`src/rtl/ccc_cfg_pkg.sv`:
```
// Shared types and constants for the CCC reconfiguration controller: FSM states,
// profile entry layout and the fixed 4-profile register table.
package ccc_cfg_pkg;

   localparam int APB_AW   = 6;
   localparam int APB_DW   = 8;
   localparam int N_PROF   = 4;
   localparam int MAX_REGS = 8;

   typedef enum logic [3:0] {
      IDLE, BYPASS, ARST, WR_SETUP, WR_ACCESS, RD_SETUP, RD_ACCESS,
      RELEASE, WAIT_LOCK, SWITCH, FAIL
   } state_t;

   typedef struct packed {
      logic [APB_AW-1:0] addr;
      logic [APB_DW-1:0] data;
      logic [APB_DW-1:0] mask;
   } cfg_entry_t;

   typedef cfg_entry_t [N_PROF-1:0][MAX_REGS-1:0] cfg_table_t;

   // Profile p occupies addresses p*16+i; data is 0x11*(i+1) with p in the top two bits.
   // Profiles 1 and 3 only verify one nibble on readback.
   function automatic cfg_table_t build_table();
      cfg_table_t t;
      for (int p = 0; p < N_PROF; p++) begin
         for (int i = 0; i < MAX_REGS; i++) begin
            t[p][i].addr = APB_AW'(p * 16 + i);
            t[p][i].data = 8'(17 * (i + 1)) ^ {2'(p), 6'b0};
            t[p][i].mask = (p == 1) ? 8'h0F : (p == 3) ? 8'hF0 : 8'hFF;
         end
      end
      return t;
   endfunction

   localparam cfg_table_t CFG_TABLE = build_table();

endpackage

```
`src/rtl/ccc_cfg_rom.sv`:
```
// Combinational profile table lookup; indices at or beyond N_REGS return zero.
module ccc_cfg_rom
   import ccc_cfg_pkg::*;
#(
   parameter int N_REGS = 8,
   localparam int IW    = $clog2(N_REGS + 1)
) (
   input  logic [1:0]    profile,
   input  logic [IW-1:0] index,
   output cfg_entry_t    entry
);

   localparam int TIW = $clog2(MAX_REGS);

   always_comb begin
      entry = '0;
      if (index < IW'(N_REGS))
         entry = CFG_TABLE[profile][TIW'(index)];
   end

endmodule

```
`src/rtl/ccc_reconfig_ctrl.sv`:
```
// CCC PLL reconfiguration sequencer: bypass the clock, hold the PLL in reset, write and
// verify a register profile over APB, release reset, wait for stable lock, switch back.
module ccc_reconfig_ctrl
   import ccc_cfg_pkg::*;
#(
   parameter int N_REGS       = 8,
   parameter int ARST_CYCLES  = 16,
   parameter int LOCK_STABLE  = 8,
   parameter int LOCK_TIMEOUT = 4096
) (
   input  logic              PCLK,
   input  logic              RESET,
   input  logic              START,
   input  logic [1:0]        CFG_SEL,
   input  logic              LOCK,
   output logic              BUSY,
   output logic              DONE,
   output logic              ERR,
   output logic              PSEL,
   output logic              PENABLE,
   output logic              PWRITE,
   output logic [APB_AW-1:0] PADDR,
   output logic [APB_DW-1:0] PWDATA,
   input  logic [APB_DW-1:0] PRDATA,
   output logic              PLL_ARST_N,
   output logic              NGMUX_SEL,
   output logic              GL_VALID
);

   localparam int BYPASS_CYCLES = 4;
   localparam int CMAX = (ARST_CYCLES > BYPASS_CYCLES) ? ARST_CYCLES : BYPASS_CYCLES;
   localparam int IW   = $clog2(N_REGS + 1);
   localparam int CW   = $clog2(CMAX + 1);
   localparam int SW   = $clog2(LOCK_STABLE + 1);
   localparam int TW   = $clog2(LOCK_TIMEOUT + 1);
   localparam logic [IW-1:0] LAST = IW'(N_REGS - 1);

   state_t          state;
   logic [1:0]      cfg;
   logic [IW-1:0]   idx, lk_idx;
   logic [CW-1:0]   cnt;
   logic [SW-1:0]   scnt, scnt_n;
   logic [TW-1:0]   tcnt, tcnt_n;
   logic [APB_DW-1:0] rd_mask;
   logic            rd_bad;
   cfg_entry_t      entry;

   // The APB outputs are registered, so the table is addressed with the entry the
   // next setup cycle will present rather than the one currently on the bus.
   always_comb begin
      lk_idx = idx;
      if (state == WR_ACCESS)
         lk_idx = (idx == LAST) ? '0 : idx + 1'b1;
      else if (state == RD_ACCESS && idx != LAST)
         lk_idx = idx + 1'b1;
      scnt_n = LOCK ? ((scnt == SW'(LOCK_STABLE)) ? scnt : scnt + 1'b1) : '0;
      tcnt_n = (tcnt == TW'(LOCK_TIMEOUT)) ? tcnt : tcnt + 1'b1;
      rd_bad = |((PRDATA ^ PWDATA) & rd_mask);
   end

   ccc_cfg_rom #(.N_REGS(N_REGS)) u_rom (
      .profile (cfg),
      .index   (lk_idx),
      .entry   (entry)
   );

   always_ff @(posedge PCLK) begin
      if (RESET) begin
         state      <= IDLE;
         cfg        <= '0;
         idx        <= '0;
         cnt        <= '0;
         scnt       <= '0;
         tcnt       <= '0;
         rd_mask    <= '0;
         BUSY       <= 1'b0;
         DONE       <= 1'b0;
         ERR        <= 1'b0;
         PSEL       <= 1'b0;
         PENABLE    <= 1'b0;
         PWRITE     <= 1'b0;
         PADDR      <= '0;
         PWDATA     <= '0;
         PLL_ARST_N <= 1'b1;
         NGMUX_SEL  <= 1'b0;
         GL_VALID   <= 1'b0;
      end else begin
         DONE     <= 1'b0;
         GL_VALID <= (state == IDLE) && LOCK;
         case (state)
            IDLE, FAIL: if (START) begin
               cfg       <= CFG_SEL;
               ERR       <= 1'b0;
               BUSY      <= 1'b1;
               NGMUX_SEL <= 1'b1;
               cnt       <= '0;
               state     <= BYPASS;
            end
            BYPASS: if (cnt == CW'(BYPASS_CYCLES - 1)) begin
               cnt        <= '0;
               idx        <= '0;
               PLL_ARST_N <= 1'b0;
               state      <= ARST;
            end else begin
               cnt <= (cnt == CW'(CMAX)) ? cnt : cnt + 1'b1;
            end
            ARST: if (cnt == CW'(ARST_CYCLES - 1)) begin
               PSEL   <= 1'b1;
               PWRITE <= 1'b1;
               PADDR  <= entry.addr;
               PWDATA <= entry.data;
               state  <= WR_SETUP;
            end else begin
               cnt <= (cnt == CW'(CMAX)) ? cnt : cnt + 1'b1;
            end
            WR_SETUP: begin
               PENABLE <= 1'b1;
               state   <= WR_ACCESS;
            end
            WR_ACCESS: begin
               PENABLE <= 1'b0;
               PADDR   <= entry.addr;
               PWDATA  <= entry.data;
               idx     <= lk_idx;
               if (idx == LAST) begin
                  PWRITE  <= 1'b0;
                  rd_mask <= entry.mask;
                  state   <= RD_SETUP;
               end else begin
                  state <= WR_SETUP;
               end
            end
            RD_SETUP: begin
               PENABLE <= 1'b1;
               state   <= RD_ACCESS;
            end
            RD_ACCESS: begin
               PENABLE <= 1'b0;
               if (rd_bad) begin
                  PSEL      <= 1'b0;
                  ERR       <= 1'b1;
                  BUSY      <= 1'b0;
                  NGMUX_SEL <= 1'b1;
                  state     <= FAIL;
               end else if (idx == LAST) begin
                  PSEL       <= 1'b0;
                  PLL_ARST_N <= 1'b1;
                  state      <= RELEASE;
               end else begin
                  idx     <= lk_idx;
                  PADDR   <= entry.addr;
                  PWDATA  <= entry.data;
                  rd_mask <= entry.mask;
                  state   <= RD_SETUP;
               end
            end
            RELEASE: begin
               scnt  <= '0;
               tcnt  <= '0;
               state <= WAIT_LOCK;
            end
            WAIT_LOCK: begin
               scnt <= scnt_n;
               tcnt <= tcnt_n;
               // Stability is tested first so it wins a same-cycle tie with the timeout.
               if (scnt_n == SW'(LOCK_STABLE)) begin
                  NGMUX_SEL <= 1'b0;
                  DONE      <= 1'b1;
                  BUSY      <= 1'b0;
                  state     <= SWITCH;
               end else if (tcnt_n == TW'(LOCK_TIMEOUT)) begin
                  ERR        <= 1'b1;
                  BUSY       <= 1'b0;
                  PLL_ARST_N <= 1'b0;
                  state      <= FAIL;
               end
            end
            SWITCH:  state <= IDLE;
            default: state <= IDLE;
         endcase
      end
   end

endmodule

```
`config.mk`:
```
export PLATFORM = sky130hd
export DESIGN_NAME = ccc_reconfig_ctrl
export DESIGN_NICKNAME = d
export VERILOG_FILES = /design/src/rtl/ccc_cfg_pkg.sv /design/src/rtl/ccc_cfg_rom.sv /design/src/rtl/ccc_reconfig_ctrl.sv
export SDC_FILE = /design/constraint.sdc
export NUM_CORES = 1
export LEC_CHECK = 0
export CORE_ASPECT_RATIO = 1.5
export CORE_MARGIN = 4
export CORE_UTILIZATION = 61
export DETAILED_ROUTE_END_ITERATION = 12
export PLACE_DENSITY = 0.85
export SLEW_MARGIN = 40
export SYNTH_ARGS = -nofsm -noshare
export SYNTH_HDL_FRONTEND = slang
export SYNTH_SLANG_ARGS = --single-unit
```
`constraint.sdc`:
```
create_clock -name PCLK -period 5 [get_ports PCLK]
set_input_delay 0.5 -clock PCLK [delete_from_list [all_inputs] [get_ports PCLK]]
set_output_delay 0.5 -clock PCLK [all_outputs]
set_load 0.05 [all_outputs]
```
==> summary by stage <==
Clocking
Counting the buffers created by CTS gives 5. The maximum clock insertion buffer count is 2. The maximum level of the CTS H-tree is 2. TritonCTS built the clock tree. The clock transition at the registers of the reported paths is 0.10 ns. The buffers inserted during post-CTS setup optimization is 0. The clock net in this run drives a total of 54 sinks. The clock insertion delay at the later pin of the skew report is 0.32 ns.

The number of hold-repair buffers added at the cts stage is 0. Once the clock tree was built, the resizer swapped 0 gates to a different size. The buffer cell driving the clock tree root is sky130_fd_sc_hd__clkbuf_8.

Finish
The storage element area is 1080 µm². The final-stage net count is 487. The layout overhead on the synthesized area is 12.3%.

Leaving out fill and tap cells, the most frequent cell in the layout is sky130_fd_sc_hd__nor2_1. The filler cells instantiated in the layout total 452. The multi-input combinational cells in the finished layout cover a total of 2110 µm². The library cells used most frequently in the layout, excluding fill and tap cells, are 69 x sky130_fd_sc_hd__nor2_1, 54 x sky130_fd_sc_hd__dfxtp_1, 35 x sky130_fd_sc_hd__nand2_1, 35 x sky130_fd_sc_hd__clkdlybuf4s50_1, 31 x sky130_fd_sc_hd__a21oi_1.

The number of antenna diodes in the final layout is 0. The fraction of final layout cells with drive strength greater than 1 is 0.0541.

Yosys
The number of nets produced by synthesis is 471. In this run, synthesis inferred 0 flip-flops with an integrated enable. The flip-flop cell with the highest count after synthesis is sky130_fd_sc_hd__dfxtp_1. The number of storage elements in the synthesis netlist is 54. The number of instances in the synthesized netlist is 445. The part of the Yosys area used for sequential elements is 0.316. Of all flip-flops after synthesis, the portion carrying an async set or reset was 0. Yosys printed 0 warnings. After synthesis the cells add up to 3420 µm². The number of different library cells used by synthesis comes to 61.

A synthesized cell averages 7.68 µm².

Critical path
At the worst endpoint, the arrival time is 3.17 ns. The worst setup path is captured at a flop. The startpoint identified for the worst register-to-register timing path is state[2]$_SDFFE_PP0P_.

For the worst setup path, the data required time is 5.19 ns. The critical path launch point is state[2]$_SDFFE_PP0P_. Of all nets on the critical path, the largest fanout is 17. The kind of critical path is reg2reg. The worst setup path is launched from a flop.

STA
The final clock period utilization by the worst path is 0.596. The setup skew after layout is 0.0145 ns. The number of setup violations in the final report is 0. Setup repair after global routing left no endpoint under its margin.

Setup total negative slack on the finished layout was measured at 0 ns. The hold violation total from the final report is 0. For the pin with the worst max-slew slack, the measured transition is 0.826 ns.

The least setup slack across all paths after layout is 2.02 ns. The number of slew-limit violations in the final report is 0. The worst-case hold slack is 0.492 ns. The maximum clock frequency is 335 MHz.

The clock period minus final worst setup slack is 2.98 ns. The tightest slew margin relative to the limit is 0.442.

Detailed routing
The count of routing violations after the opening detailed-route iteration is 238. Detailed routing inserted a total of 3292 vias. The average routed wire per standard cell is 15.6 µm. After detailed routing, the number of remaining DRC violations is 0. The post-route antenna net violation count is 0. The number of optimization iterations in the first detailed-route pass is 5. Using the TritonRoute via totals, the vias-per-cell ratio works out to 6.19.

Summed over all layers, the routed wires come to 8310 µm.

Power
The part of the total power dissipated in sequential elements is 0.462. The cell-internal power is 718 µW. In this run the power density over the cells is 284 nW/µm².

The share of total power dissipated in combinational logic is 0.262. The worst-case IR drop observed on VDD is 0.182 mV. The clock network fraction of total power is 0.277.

Power comes to 1.09 mW. The leakage power total is 1.39 nW. The net switching power is 373 µW. Of the total power, the share spent switching nets is 0.342.

Floorplanning
For this configuration, the core starts out at a cell density of 0.627. The area of the core region is 5450 µm². The number of rows created at floorplan is 33. The floorplan step set the die height to 99.7 µm.

The die footprint is 6890 µm². 37 I/O pins were placed. The overall die width is 69.1 µm.

Global route
The layer carrying the most global-route usage is met2. The number of antenna violations at the first check in global routing is 0. The met1 track utilization from global routing is 0.258. The global-route track usage on met3 is 0.0394. The first-pass GRT wire length is 14100 µm. Entering global routing, the biggest net connects 51 pins.

The number of global-route vias before repair came to 3196. The global-route met2 utilization is 0.469. Across every metal layer, demand over resource in global routing totals 0.245. The residual overflow from global routing is 0.

Hold path
The min-delay analysis places its worst path in the category reg2reg. In this run the most critical hold path is launched from cnt[1]$_SDFFE_PP0P_.

Placement
During placement, the flow inserted port buffers numbering 35. The HPWL after detailed placement is 5980 µm. At the end of routability-driven placement, the weighted congestion stood at 0.956. The worst-case setup slack after placement is 1.75 ns.

Job
Max-cap violations in this run came to 0.

Run status
The flow ran to the end, and the final reports show no timing, DRC or antenna violations.
cells in the mapped netlist (3+ instances only):
master	instances	area share
sky130_fd_sc_hd__a211oi_1	3	0.0066
sky130_fd_sc_hd__a21oi_1	31	0.045
sky130_fd_sc_hd__a22oi_1	4	0.0088
sky130_fd_sc_hd__a311oi_1	9	0.023
sky130_fd_sc_hd__a31oi_1	7	0.013
sky130_fd_sc_hd__and2_1	3	0.0055
sky130_fd_sc_hd__and3_1	7	0.013
sky130_fd_sc_hd__buf_4	6	0.013
sky130_fd_sc_hd__buf_6	3	0.0099
sky130_fd_sc_hd__clkbuf_1	16	0.018
sky130_fd_sc_hd__dfxtp_1	54	0.32
sky130_fd_sc_hd__ha_1	12	0.044
sky130_fd_sc_hd__inv_1	23	0.025
sky130_fd_sc_hd__mux2i_1	17	0.050
sky130_fd_sc_hd__nand2_1	35	0.038
sky130_fd_sc_hd__nand2b_1	5	0.0091
sky130_fd_sc_hd__nand3_1	17	0.025
sky130_fd_sc_hd__nand3b_1	4	0.0088
sky130_fd_sc_hd__nand4_1	4	0.0073
sky130_fd_sc_hd__nor2_1	69	0.076
sky130_fd_sc_hd__nor2b_1	5	0.0091
sky130_fd_sc_hd__nor3_1	17	0.025
sky130_fd_sc_hd__o2111ai_1	3	0.0077
sky130_fd_sc_hd__o21ai_0	25	0.037
sky130_fd_sc_hd__o2bb2ai_1	4	0.010
sky130_fd_sc_hd__or3_1	3	0.0055
sky130_fd_sc_hd__xnor2_1	5	0.013
sky130_fd_sc_hd__xor2_1	10	0.026
layer usage:
metal | routed length (µm) | vias to the layer above | part of all wire
met5 | 0 | - | 0
met4 | 244 | 0 | 0.029
met3 | 335 | 24 | 0.040
met2 | 4500 | 101 | 0.54
met1 | 3220 | 1552 | 0.39
li1 | - | 1615 | -
worst max-delay path: stages (launching register included):
cell and delay, ns:
sky130_fd_sc_hd__dfxtp_1 0.67, sky130_fd_sc_hd__nor3b_2 0.57, sky130_fd_sc_hd__o21ai_0 0.26, sky130_fd_sc_hd__a32oi_1 0.57, sky130_fd_sc_hd__inv_1 0.19, sky130_fd_sc_hd__ha_1 0.25, sky130_fd_sc_hd__inv_1 0.07, sky130_fd_sc_hd__mux2i_1 0.07
sky130_fd_sc_hd__nand3_1 0.11, sky130_fd_sc_hd__a21oi_1 0.08
kinds of logic (layout without fill, tap and decap cells):
logic type	count (synthesis)	count (layout)	synth area share
buffers and inverters	51	68	0.0699
AO/OA/AOI/OAI	105	105	0.203
XOR/XNOR	15	15	0.0384
adder cells (fa/ha/maj)	12	12	0.0439
multiplexers	18	18	0.0531
AND/OR/NAND/NOR	189	189	0.275
flip-flops	54	54	0.316
other	1	1	0.00110
power by group through the flow:
stage	logic [mW]	registers (mW)	clock network [mW]
2_1_floorplan	0.200	0.519	0
3_3_place_gp	0.275	0.512	0
3_5_place_dp	0.283	0.512	0
4_1_cts	0.284	0.502	0.307
5_1_grt	0.315	0.510	0.324
6_report	0.285	0.503	0.302
cell type report:
cell class,instances,area share
clock buffer,5,0.0179
clock inverter,3,0.0114
inverter,23,0.0225
multi-input combinational,340,0.549
sequential,54,0.282
tap,70,0.0228
timing repair buffer,37,0.0951
state kept, by name, indices dropped and copies added, names as in the netlist, 2 cells and up:
register and cells:
PADDR 5, PWDATA 6, cfg 2, cnt 5, idx 4, rd_mask 2, scnt 4, state 4
tcnt 13
final timing paths:
check,to,slack (ns),cells after the start
setup / recovery,PWDATA[2]$_SDFFE_PP0P_,2.02,9
setup reg to reg,PWDATA[2]$_SDFFE_PP0P_,2.02,9
hold reg to reg,cnt[1]$_SDFFE_PP0P_,0.49,2
hold / removal,cnt[1]$_SDFFE_PP0P_,0.49,2
through the flow:
step	cell area (µm²)	instances	utilization
final	3840	532	0.705
after global routing	3840	532	0.705
after CTS	3830	532	0.703
after detailed placement	3720	524	0.683
after global placement	3720	524	0.683
after floorplan	3420	445	-
Note: power is estimated with default switching activity, not from simulation.
==> edit (same settings) <==
Add an input register stage for `START`, `CFG_SEL`, `LOCK` and `PRDATA`, without a reset; this delays them by one clock.
--- a/src/rtl/ccc_reconfig_ctrl.sv
+++ b/src/rtl/ccc_reconfig_ctrl.sv
@@ -35,6 +35,18 @@
    localparam int TW   = $clog2(LOCK_TIMEOUT + 1);
    localparam logic [IW-1:0] LAST = IW'(N_REGS - 1);
 
+   logic START_q;
+   logic [1:0] CFG_SEL_q;
+   logic LOCK_q;
+   logic [APB_DW-1:0] PRDATA_q;
+
+   always_ff @(posedge PCLK) begin
+      START_q   <= START;
+      CFG_SEL_q <= CFG_SEL;
+      LOCK_q    <= LOCK;
+      PRDATA_q  <= PRDATA;
+   end
+
    state_t          state;
    logic [1:0]      cfg;
    logic [IW-1:0]   idx, lk_idx;
@@ -53,9 +65,9 @@
          lk_idx = (idx == LAST) ? '0 : idx + 1'b1;
       else if (state == RD_ACCESS && idx != LAST)
          lk_idx = idx + 1'b1;
-      scnt_n = LOCK ? ((scnt == SW'(LOCK_STABLE)) ? scnt : scnt + 1'b1) : '0;
+      scnt_n = LOCK_q ? ((scnt == SW'(LOCK_STABLE)) ? scnt : scnt + 1'b1) : '0;
       tcnt_n = (tcnt == TW'(LOCK_TIMEOUT)) ? tcnt : tcnt + 1'b1;
-      rd_bad = |((PRDATA ^ PWDATA) & rd_mask);
+      rd_bad = |((PRDATA_q ^ PWDATA) & rd_mask);
    end
 
    ccc_cfg_rom #(.N_REGS(N_REGS)) u_rom (
@@ -86,10 +98,10 @@
          GL_VALID   <= 1'b0;
       end else begin
          DONE     <= 1'b0;
-         GL_VALID <= (state == IDLE) && LOCK;
+         GL_VALID <= (state == IDLE) && LOCK_q;
          case (state)
-            IDLE, FAIL: if (START) begin
-               cfg       <= CFG_SEL;
+            IDLE, FAIL: if (START_q) begin
+               cfg       <= CFG_SEL_q;
                ERR       <= 1'b0;
                BUSY      <= 1'b1;
                NGMUX_SEL <= 1'b1;
Check against the original RTL: not equivalent (Yosys sat finds a counterexample within 4 cycles, from zero or initial values and one cycle with RESET high).
==> edit against the unedited design <==
Sequential cell count up 12. Synthesized area is 6.5% higher. Core utilization increased by 1.9 points. Clock skew down 1.7 ps. Final cell count increased by 2.4%. Count of clock-buffer cells in the layout rose by 5. Setup slack improved by 270 ps. Design area increased by 9.0%. Wire length increased by 1.8%. First-iteration DRC count is 13% higher. Power is 34% higher. Sequential power rose by 24%. Synthesized cell count is 0.22% higher.
==> edit: results (changes against the unedited design) <==
- Reg2Reg Capture Point: PWDATA[5]$_SDFFE_PP0P_, was PWDATA[2]$_SDFFE_PP0P_
- number of nets in the synthesized netlist: 472, was 471
- number of design-rule violations left by the first detailed-router iteration: 270, was 238
- run status: completed, unchanged
- detailed-route wire length per cell: 15.5 um, was 15.6 um
- setup slack of the worst register-to-register path: 2290 ps, was 2020 ps
- Leakage: 1.48 nW, was 1.39 nW
- Synth cell types: 65, was 61
- gr usage total: 0.236, was 0.245
- Worst path max stage delay: 720 ps, was 670 ps
- largest cells by area after synthesis: dfxtp_1 (36%), a21oi_1 (5.9%), nor2_1 (4.7%), ha_1 (4.1%), nand2_1 (3.9%), was dfxtp_1 (32%), nor2_1 (7.6%), mux2i_1 (5.0%), a21oi_1 (4.5%), ha_1 (4.4%)
- sequential fraction of the synthesis area: 0.363, was 0.316
- gp weighted congestion: 0.906, was 0.956
- global-route wire length before repair: 14,000 um, was 14,100 um
- depth of the worst register-to-register path: 7, was 9
- endpoint with the worst hold slack: PADDR[4]$_SDFFE_PP0P_, was cnt[1]$_SDFFE_PP0P_
- via count of the first global-routing pass: 3,117, was 3,196
- placed cell area: 3980 um^2, was 3720 um^2
- top post-synthesis cells by count: dfxtp_1 (66), nor2_1 (46), a21oi_1 (43), was nor2_1 (69), dfxtp_1 (54), nand2_1 (35)
- registers with the most flip-flops: tcnt (13), PRDATA_q (8), PWDATA (6), was tcnt (13), PWDATA (6)
- pin count of the biggest net entering global routing: 32, was 51
- Inserted Clock Buffers: 9, was 5
- worst-path fanout max: 20, was 17
- pin slew with the least headroom to its limit: 742 ps, was 826 ps
- final net count: 494, was 487
- number of vias in the routed layout: 3,325, was 3,292
- internal power consumption: 953 uW, was 718 uW
- Final Critical Period: 2710 ps, was 2980 ps
- clock latency at the later pin of the worst-skew pair: 340 ps, was 320 ps
- clk_skew: 12.8 ps, was 14.5 ps
- post-detailed-placement half-perimeter wirelength: 6060 um, was 5980 um
- CTS H-tree depth: 3, was 2
- Min-Delay Startpoint: PADDR[4]$_SDFFE_PP0P_, was cnt[1]$_SDFFE_PP0P_
- arrival time of the worst setup path: 2980 ps, was 3170 ps
- synthesized instance count: 446, was 445
[edit: how the worst max path moves through the flow]
stage	from	slack, ps	endpoint	cells after the start
6_report	state[2]$_SDFFE_PP0P_	2290	PWDATA[5]$_SDFFE_PP0P_	7
5_1_grt	state[2]$_SDFFE_PP0P_	2080	PWDATA[5]$_SDFFE_PP0P_	6
4_1_cts	state[2]$_SDFFE_PP0P_	2340	PWDATA[5]$_SDFFE_PP0P_	7
3_5_place_dp	state[2]$_SDFFE_PP0P_	2400	PWDATA[5]$_SDFFE_PP0P_	6
3_3_place_gp	RESET	2490	PWDATA[7]$_SDFFE_PP0P_	4
2_1_floorplan	scnt[0]$_SDFFE_PP0N_	2600	state[1]$_SDFFE_PP0P_	9
[edit: critical path, delay by kind of cell (launching register included)]
kind	cells	cell delay [ps]
multiplexers	1	380
buffers and inverters	1	100
adder cells (fa/ha/maj)	1	220
flip-flops	1	720
AND/OR/NAND/NOR	2	840
AO/OA/AOI/OAI	2	380
[edit: cell type report]
class | count | area (um^2)
multi-input combinational | 337 | 2140
fill | 468 | 1600
sequential | 66 | 1320
timing repair buffer | 38 | 368
clock buffer | 10 | 138
tap | 72 | 90.1
clock inverter | 6 | 66.3
inverter | 16 | 60.1
[edit: routing by layer]
metal | routed length, um | vias to the layer above | GRT usage
li1 | - | 1640 | -
met1 | 3260 | 1554 | 0.273
met2 | 4610 | 113 | 0.430
met3 | 420 | 18 | 0.0380
met4 | 163 | 0 | 0.0999
met5 | 0 | - | 0
[edit: stage by stage]
stage          hold slack [ps]  worst slack [ps]  power [mW]
6_report                   455              2290        1.46
5_1_grt                    480              2080        1.53
4_1_cts                    458              2340        1.46
3_5_place_dp               448              2400        1.01
3_3_place_gp               448              2490       0.998
2_1_floorplan              440              2600       0.908
[edit: cell families after synthesis]
| logic type | share of synthesized area |
|---|---|
| xor gates and xnor gates | 0.0433 |
| and+or+nand+nor | 0.252 |
| DFF | 0.363 |
| buffers and inverters | 0.0508 |
| muxes | 0.0371 |
| adders and majority gates | 0.0412 |
| other | 0.00103 |
| AOI/OAI and AO/OA | 0.212 |
[edit: power groups by stage]
stage	Combinational, mW	Clock (mW)	Sequential (mW)
2_1_floorplan	0.270	0	0.638
3_3_place_gp	0.364	0	0.634
3_5_place_dp	0.374	0	0.636
4_1_cts	0.377	0.460	0.624
5_1_grt	0.417	0.481	0.631
6_report	0.378	0.455	0.624
